$ cat src/rtl/sprite_fade_ctrl.sv
// sprite_fade_ctrl: frame-synchronous fade-in / hold / fade-out envelope
// that scales the sprite palette colour and registers it for the VGA mux.
module sprite_fade_ctrl #(
    parameter int         FRAMES_PER_STEP = 4,
    parameter int         HOLD_FRAMES     = 120,
    parameter logic [3:0] TRANSPARENT_IDX = 4'h0
) (
    input  logic       clk,
    input  logic       reset,
    input  logic       frame_start,
    input  logic       start,
    input  logic       abort,
    input  logic       pix_valid,
    input  logic [3:0] pix_index,
    input  logic [3:0] pal_red,
    input  logic [3:0] pal_green,
    input  logic [3:0] pal_blue,
    output logic [3:0] out_red,
    output logic [3:0] out_green,
    output logic [3:0] out_blue,
    output logic       out_valid,
    output logic       out_opaque,
    output logic [4:0] level,
    output logic       busy,
    output logic       done
);

    localparam int MAX_FRAMES =
        (FRAMES_PER_STEP > HOLD_FRAMES) ? FRAMES_PER_STEP : HOLD_FRAMES;
    localparam int CNT_W = (MAX_FRAMES > 1) ? $clog2(MAX_FRAMES) : 1;

    localparam logic [CNT_W-1:0] STEP_LAST = CNT_W'(FRAMES_PER_STEP - 1);
    localparam logic [CNT_W-1:0] HOLD_LAST = CNT_W'(HOLD_FRAMES - 1);
    localparam logic [4:0]       LEVEL_MAX = 5'd16;
    localparam logic [4:0]       LEVEL_TOP = 5'd15;
    localparam logic [4:0]       LEVEL_ONE = 5'd1;

    typedef enum logic [1:0] {
        IDLE     = 2'd0,
        FADE_IN  = 2'd1,
        HOLD     = 2'd2,
        FADE_OUT = 2'd3
    } state_t;

    state_t           state;
    logic [CNT_W-1:0] frame_cnt;

    // Channel scale: (pal * level) >> 4, exact pass-through at level 16.
    function automatic logic [3:0] scale(input logic [3:0] pal,
                                         input logic [4:0] lvl);
        logic [8:0] prod;
        prod = {5'd0, pal} * {4'd0, lvl};
        return 4'(prod >> 4);
    endfunction

    // Envelope sequencer: state, frame counter, level and status flags.
    always_ff @(posedge clk or posedge reset) begin
        if (reset) begin
            state     <= IDLE;
            frame_cnt <= '0;
            level     <= '0;
            busy      <= 1'b0;
            done      <= 1'b0;
        end else begin
            done <= 1'b0;
            if (abort) begin
                state     <= IDLE;
                frame_cnt <= '0;
                level     <= '0;
                busy      <= 1'b0;
            end else begin
                unique case (state)
                    IDLE: begin
                        level <= '0;
                        if (start) begin
                            state     <= FADE_IN;
                            frame_cnt <= '0;
                            busy      <= 1'b1;
                        end
                    end
                    FADE_IN: begin
                        if (frame_start) begin
                            if (frame_cnt == STEP_LAST) begin
                                frame_cnt <= '0;
                                level     <= level + 5'd1;
                                if (level == LEVEL_TOP) begin
                                    state <= HOLD;
                                end
                            end else begin
                                frame_cnt <= frame_cnt + 1'b1;
                            end
                        end
                    end
                    HOLD: begin
                        level <= LEVEL_MAX;
                        if (frame_start) begin
                            if (frame_cnt == HOLD_LAST) begin
                                state     <= FADE_OUT;
                                frame_cnt <= '0;
                            end else begin
                                frame_cnt <= frame_cnt + 1'b1;
                            end
                        end
                    end
                    FADE_OUT: begin
                        if (frame_start) begin
                            if (frame_cnt == STEP_LAST) begin
                                frame_cnt <= '0;
                                level     <= level - 5'd1;
                                if (level == LEVEL_ONE) begin
                                    state <= IDLE;
                                    busy  <= 1'b0;
                                    done  <= 1'b1;
                                end
                            end else begin
                                frame_cnt <= frame_cnt + 1'b1;
                            end
                        end
                    end
                    default: begin
                        state     <= IDLE;
                        frame_cnt <= '0;
                        level     <= '0;
                        busy      <= 1'b0;
                    end
                endcase
            end
        end
    end

    // Pixel path: one-cycle registered scale using the level held before the edge.
    always_ff @(posedge clk or posedge reset) begin
        if (reset) begin
            out_red    <= '0;
            out_green  <= '0;
            out_blue   <= '0;
            out_valid  <= 1'b0;
            out_opaque <= 1'b0;
        end else begin
            out_valid  <= pix_valid;
            out_opaque <= pix_valid && (pix_index != TRANSPARENT_IDX);
            if (pix_valid) begin
                out_red   <= scale(pal_red, level);
                out_green <= scale(pal_green, level);
                out_blue  <= scale(pal_blue, level);
            end else begin
                out_red   <= '0;
                out_green <= '0;
                out_blue  <= '0;
            end
        end
    end

endmodule

$ cat config.mk
export PLATFORM = sky130hd
export DESIGN_NAME = sprite_fade_ctrl
export DESIGN_NICKNAME = d
export VERILOG_FILES = /design/src/rtl/sprite_fade_ctrl.sv
export SDC_FILE = /design/constraint.sdc
export NUM_CORES = 1
export LEC_CHECK = 0
export ABC_AREA = 1
export CAP_MARGIN = 0
export CORE_ASPECT_RATIO = 0.8
export CORE_MARGIN = 8
export CORE_UTILIZATION = 45
export CTS_BUF_LIST = sky130_fd_sc_hd__clkbuf_4 sky130_fd_sc_hd__clkbuf_8 sky130_fd_sc_hd__clkbuf_16
export DETAILED_ROUTE_END_ITERATION = 6
export PLACE_DENSITY = 0.8
export SYNTH_ARGS = -nofsm -noshare
export SYNTH_HDL_FRONTEND = slang
export SYNTH_SLANG_ARGS = --single-unit
$ cat constraint.sdc
create_clock -name clk -period 3.6 [get_ports clk]
set_clock_uncertainty 0.05 [all_clocks]
set_input_delay 0.54 -clock clk [delete_from_list [all_inputs] [get_ports clk]]
set_output_delay 0.54 -clock clk [all_outputs]
set_load 0.01 [all_outputs]
==> flow_summary.toml, run 1 <==
[status]
outcome = "finished, final reports clean"

[finish]
postLayoutCellArea_um2 = 3730
postLayoutCoreUtil = 0.547
most_frequent_cells_in_the_layout = "nand2_1 (122), inv_1 (78), clkdlybuf4s50_1 (42)"
fillerInstances = 661
final_nets = 560
antenna-diode-count = 0
drive_above_1_share = 0.0799
finish.cell_count_without_fillers = 575
final_common_cell = "nand2_1"
area_growth_pct = 19.2

[logic_synthesis]
synthesized_area_fraction_occupied_by_and_or_nand_nor_cells = 0.312
synth_async_sr_flop_share = 1.00
syn-cell-area_um2 = 3130
synth_ff_type = "dfrtp_1"
post_synth_xor_area_fraction = 0.0168
synth-compound-area-share = 0.0747
syn-instance-count = 443
netlist-cell-type-count = 32
yosys.area.top_type_share = 0.240
netlist.top_cell.by_area = "dfrtp_1"
synth_fp_nets = 516
ys_ff_latch = 30
main_combinational_cell_family_by_area_after_synthesis = "simple AND/OR/NAND/NOR gates"
avgSynthCellArea_um2 = 7.07
synth.yosys.seq_area_share = 0.240
synth_edf_count = 0
muxShareOfSynthArea = 0
synth_fa_ha_area_frac = 0.240
yosysWarnings = 0
synth_area_leaders = "dfrtp_1 (24%), nand2_1 (15%), ha_1 (14%), fa_1 (9.6%), inv_1 (9.3%)"

[drt]
routed_wirelength_um = 7100
drt.antenna.violating_nets = 0
detail_route.vias_per_cell = 4.90
route.vias.total = 2815
drt-initial-drc-count = 172
wl_per_cell_um = 12.3
remaining_drc_errors = 0
drt-pass1-iter-count = 4

[cts]
cts_hold_buffers = 0
htree_levels = 2
clkLatencyLatePin_ns = 0.29
clock_tree_from_tritoncts = "built"
cts_buffers = 5
cts_root_buffer = "clkbuf_8"
clock_path_buffers = 2
post_cts_resize_count = 0
clock_sink_count = 30
cts_post_setup_buffers_inserted = 0
post_cts_clock_slew_at_the_launch_and_capture_registers_of_the_worst_setup_and_hold_paths_ns = 0.07

[critical_path]
worstSetupStartpointType = "input port"
crit_family = "adder cells"
timing.critical_path.slowest_stage_cell = "fa_1"
path_max_fanout = 5
rr_worst_depth = 13
cp-end-kind = "flop"
reg2reg_launch_point = "level[1]"
path_class = "input port to flop"
cp_data_required_time_ns = 3.72
worst_path_largest_cell_delay_ns = 0.54
critical_path_arrival_ns = 3.31
launching_element_of_the_worst_setup_path = "pal_blue[3]"
crit_chain = "clkdlybuf4s50_1 -> nand2_1 -> inv_1 -> fa_1 -> inv_1 -> fa_1 -> inv_1 -> ha_1 -> a21oi_1 -> or2_2 -> nand3_1 -> nand2_1 -> nand2_1 -> nor2_1"
worstPathBufferInverterCount = 4
timing.critical_path.depth = 14

[sta]
rel_slew_slack = 0.612
grt_setup_unrepaired = "no"
period_minus_ws_final_ns = 3.19
final.setup.tns_ns = 0
finalCritPeriodShare = 0.886
finalHoldViolCount = 0
setup_viol = 0
report.final.slew_viol_count = 0
postLayoutSetupSlackWorst_ns = 0.409
max_clock_freq_mhz = 313
max_slew.worst_pin.slew_ns = 0.580

[die]
die-area_um2 = 9900
io_pins = 43
chip_width_um = 109
floorplan.core_area_um2 = 6820
placementRows = 27
die_height_um = 90.6
floorplan.initialDensity = 0.459

[placement]
finalWeightedCongestion = 0.889
detailedPlace.worstSlack_ns = 0.133
numPlacedInstances = 567
placed_wire_length_estimate_after_detailed_placement_um = 5700
place_area_um2 = 3640
portBuffers = 42

[grt]
number_of_global_route_vias_before_repair = 2738
number_of_antenna_violations_at_the_first_check_in_global_routing = 0
grt_start_max_net_pins = 31
globalRoute.totalOverflow = 0
global_route.usage.total = 0.153
global_route_wire_length_before_repair_um = 12400

[worst_hold_path]
min_from = "busy"
min_path_type = "flop to flop"
hold_depth = 2

[pwr]
leakagePower_uw = 0.00208
power.density_nw_per_um2 = 390
ir_drop_worst_case_vdd_mv = 0.142

[job]
maxCapViolations = 0
-- routing by layer --
layer  wire [µm]  global-route usage  part of all wire
met5           0                   0                 0
met4          59              0.0415            0.0083
met3         363              0.0321             0.051
met2        3270               0.237              0.46
met1        3410               0.209              0.48
-- path summary, 6_finish.rpt --
check	to	slack, ns
worst max-delay path	out_blue[3]	0.41
worst min-delay path	busy	0.46
worst max register to register	out_blue[3]	0.55
worst min register to register	busy	0.46
max in group asynchronous	level[1]	2.62
min in group asynchronous	out_blue[1]	0.58
-- sequential cells by signal, summed over array words and instances, names as in the netlist --
name        count
out_opaque      1
frame_cnt       7
state           2
done            1
out_blue        4
level           5
busy            1
out_green       4
out_valid       1
out_red         4
-- cell usage after synthesis, types with 5 or more instances --
cell and n:
a21oi_1 16, dfrtp_1 30, fa_1 15, ha_1 36, inv_1 78, nand2_1 122
nand2_2 5, nand3_1 27, nor2_1 41, nor2_2 5, o21ai_0 14, o21ai_1 6
or2_2 6
-- cells by family after synthesis --
family	Yosys count
xor+xnor	6
simple gates	222
buf+inv	91
fa+ha+maj	51
compound gates	43
flops	30
-- worst register-to-register path: stages (launching register included) --
cell and delay (ns):
dfrtp_1 0.59, nand2_1 0.13, inv_1 0.07, fa_1 0.54, inv_1 0.06, fa_1 0.53
inv_1 0.04, ha_1 0.32, a21oi_1 0.10, or2_2 0.28, nand3_1 0.09, nand2_1 0.05
nand2_1 0.05, nor2_1 0.04
-- power breakdown --
| group | switching [µW] | internal (µW) |
|---|---|---|
| clock network | 142 | 154 |
| registers | 60.8 | 380 |
| logic | 436 | 285 |
-- stage by stage --
step | power [µW] | hold slack [ns]
after floorplan | 954 | 0.422
after global placement | 1140 | 0.436
after detailed placement | 1170 | 0.451
after CTS | 1470 | 0.467
after global routing | 1600 | 0.497
final | 1460 | 0.462
-- area by class of cell --
type / count / area [µm²] / share of cell area
Sequential cell: 30 / 751 / 0.201
Clock inverter: 2 / 12.5 / 0.00335
Inverter: 80 / 300 / 0.0804
Tap cell: 87 / 109 / 0.0292
Clock buffer: 6 / 82.6 / 0.0221
Timing Repair Buffer: 48 / 465 / 0.125
Multi-Input combinational cell: 322 / 2010 / 0.539
No activity file was read; power rests on OpenSTA's default activity.
==> run 2, diff against run 1 <==
--- a/config.mk
+++ b/config.mk
@@ -13,6 +13,7 @@
 export CTS_BUF_LIST = sky130_fd_sc_hd__clkbuf_4 sky130_fd_sc_hd__clkbuf_8 sky130_fd_sc_hd__clkbuf_16
 export DETAILED_ROUTE_END_ITERATION = 6
 export PLACE_DENSITY = 0.8
+export SETUP_SLACK_MARGIN = 0.2
 export SYNTH_ARGS = -nofsm -noshare
 export SYNTH_HDL_FRONTEND = slang
 export SYNTH_SLANG_ARGS = --single-unit
==> results of run 2 <==
No change in the layout: final DEF, timing and power equal those of run 1.
==> run 3, diff against run 2 <==
--- a/config.mk
+++ b/config.mk
@@ -5,7 +5,7 @@
 export SDC_FILE = /design/constraint.sdc
 export NUM_CORES = 1
 export LEC_CHECK = 0
-export ABC_AREA = 1
+export ABC_CLOCK_PERIOD_IN_PS = 3600
 export CAP_MARGIN = 0
 export CORE_ASPECT_RATIO = 0.8
 export CORE_MARGIN = 8
==> flow_summary.toml, run 3 <==
[critical_path]
worst_path_largest_cell_delay_ns = 0.53
crit_chain = "clkdlybuf4s50_1 -> and2_1 -> fa_1 -> inv_1 -> fa_1 -> inv_1 -> ha_4 -> nand4_1 -> o211ai_1 -> o21a_1 -> o21ai_0 -> nor3b_2"
worstPathBufferInverterCount = 3
cp_data_required_time_ns = 3.71
path_max_fanout = 5
worstSetupStartpointType = "input port"
critical_path_arrival_ns = 3.41
timing.critical_path.slowest_stage_cell = "fa_1"
crit_family = "adder cells"
cp-end-kind = "flop"
path_class = "input port to flop"

[finish]
final_common_cell = "nand2_1"
final_nets = 447
most_frequent_cells_in_the_layout = "nand2_1 (47), clkdlybuf4s50_1 (34), ha_1 (33)"
regMostFlops = "frame_cnt"
postLayoutCellArea_um2 = 3590
antenna-diode-count = 0
postLayoutCoreUtil = 0.574
layout_top_registers = "frame_cnt x7, level x5"
area_growth_pct = 26.7
largest_register_ffs = 7
drive_above_1_share = 0.0907

[drt]
drt.antenna.violating_nets = 0
detail_route.vias_per_cell = 5.38
drt-pass1-iter-count = 4
routed_wirelength_um = 6620
route.vias.total = 2470
drt-initial-drc-count = 145
wl_per_cell_um = 14.4
remaining_drc_errors = 0

[job]
maxCapViolations = 0

[die]
chip_width_um = 105
die-area_um2 = 9100
floorplan.core_area_um2 = 6250
io_pins = 43
floorplan.initialDensity = 0.453
placementRows = 26
die_height_um = 87.0

[grt]
global_route_wire_length_before_repair_um = 11400
global_route.usage.total = 0.149
number_of_antenna_violations_at_the_first_check_in_global_routing = 0
grt_start_max_net_pins = 31
globalRoute.totalOverflow = 0
number_of_global_route_vias_before_repair = 2475

[cts]
htree_levels = 2
clock_tree_from_tritoncts = "built"
cts_root_buffer = "clkbuf_8"
post_cts_clock_slew_at_the_launch_and_capture_registers_of_the_worst_setup_and_hold_paths_ns = 0.07
clkLatencyLatePin_ns = 0.29
cts_buffers = 5
clock_sink_count = 30
clock_path_buffers = 2

[sta]
grt_setup_unrepaired = "no"
max_slew.worst_pin.slew_ns = 0.802
rel_slew_slack = 0.463
finalCritPeriodShare = 0.918
report.final.slew_viol_count = 0
final.setup.tns_ns = 0
max_clock_freq_mhz = 303
setup_viol = 0
period_minus_ws_final_ns = 3.31
postLayoutSetupSlackWorst_ns = 0.294
finalHoldViolCount = 0

[logic_synthesis]
syn-cell-area_um2 = 2830
avgSynthCellArea_um2 = 8.71
ys_ff_latch = 30
synth_async_sr_flop_share = 1.00
yosysWarnings = 0
synth_ff_type = "dfrtp_1"
synth_fp_nets = 398
netlist.top_cell.by_area = "dfrtp_1"
yosys.area.top_type_share = 0.265
synth_most_common_cell = "nand2_1"
synth_edf_count = 0
netlist_top_cells_count = "nand2_1 (47), ha_1 (36), inv_1 (31)"
netlist-cell-type-count = 42
syn-instance-count = 325
synth_area_leaders = "dfrtp_1 (27%), ha_1 (16%), fa_1 (11%), nand2_1 (6.2%), and2_1 (6.0%)"
synth.yosys.seq_area_share = 0.265

[placement]
detailedPlace.worstSlack_ns = -0.0529
place_area_um2 = 3390
placed_wire_length_estimate_after_detailed_placement_um = 4950
finalWeightedCongestion = 0.875
portBuffers = 42

[pwr]
total_power_uw = 1100
ir_drop_worst_case_vdd_mv = 0.133
leakagePower_uw = 0.00175
power.density_nw_per_um2 = 308

[worst_hold_path]
min_path_type = "flop to flop"

[status]
outcome = "finished, final reports clean"
==> run 3: cell types whose count changed in the layout (fill, tap and decap cells not counted), sizes merged, moves of 8 or more <==
cell           change
nand3             -20
inv               -49
dlymetal6s2s       +8
nand2             -81
o21ai             -11
clkdlybuf4s50      -8
nor2              -34
and2              +27
==> run 3: cell families after synthesis <==
family / after synthesis / share of synthesized area
adder cells (fa/ha/maj): 51 / 0.265
AND/OR/NAND/NOR: 137 / 0.251
flip-flops: 30 / 0.265
AO/OA/AOI/OAI: 54 / 0.129
multiplexers: 3 / 0.0106
buffers and inverters: 43 / 0.0570
XOR/XNOR: 7 / 0.0217
==> run 3: worst reg2reg max path, cell delays in order, from the launching register on <==
cell and delay, ns:
dfrtp_1 0.52, and2_1 0.26, fa_1 0.55, inv_1 0.06
fa_1 0.53, inv_1 0.06, ha_4 0.28, nand4_1 0.10
o211ai_1 0.26, o21a_1 0.21, o21ai_0 0.08, nor3b_1 0.14
==> run 3: cell type report <==
| cell class | instances | area (µm²) |
|---|---|---|
| multi-input combinational | 252 | 1970 |
| sequential | 30 | 752 |
| tap | 84 | 105 |
| clock inverter | 3 | 40.0 |
| timing repair buffer | 54 | 531 |
| inverter | 31 | 116 |
| fill | 544 | 2660 |
| clock buffer | 5 | 68.8 |
==> run 3: through the flow <==
step	hold WS, ns	cells
after floorplan	0.426	325
after global placement	0.441	449
after detailed placement	0.467	449
after CTS	0.484	457
after global routing	0.531	459
final	0.484	459
==> run 3: routing by layer <==
metal  track usage  vias up  routed length, µm  share of wire
li1              -     1211                  -              -
met1         0.190     1194               3060           0.46
met2         0.243       57               3150           0.48
met3        0.0259        8                327          0.049
met4        0.0620        0                 84          0.013
met5             0        -                  0              0
==> run 3: worst paths after layout <==
path	cells past startpoint	start	to	slack, ns
min in group asynchronous	3	reset	out_blue[0]	0.59
max	12	pal_green[2]	out_green[3]	0.29
min reg2reg	2	frame_cnt[0]	frame_cnt[0]	0.48
max reg2reg	11	level[1]	out_red[3]	0.38
min	2	frame_cnt[0]	frame_cnt[0]	0.48
max in group asynchronous	3	reset	level[2]	2.61
==> run 3: where the power goes <==
| group | total [µW] | switching [µW] | internal [µW] |
|---|---|---|---|
| combinational | 385 | 220 | 165 |
| sequential | 386 | 27.3 | 358 |
| clock | 333 | 130 | 203 |
| total | 1100 | 377 | 727 |
==> run 3: what timing repair did <==
action / in CTS / in global routing
resized for setup: 0 / 16
setup buffers: 0 / 2
setup endpoints to repair: 0 / 4
hold buffers: 0 / 0
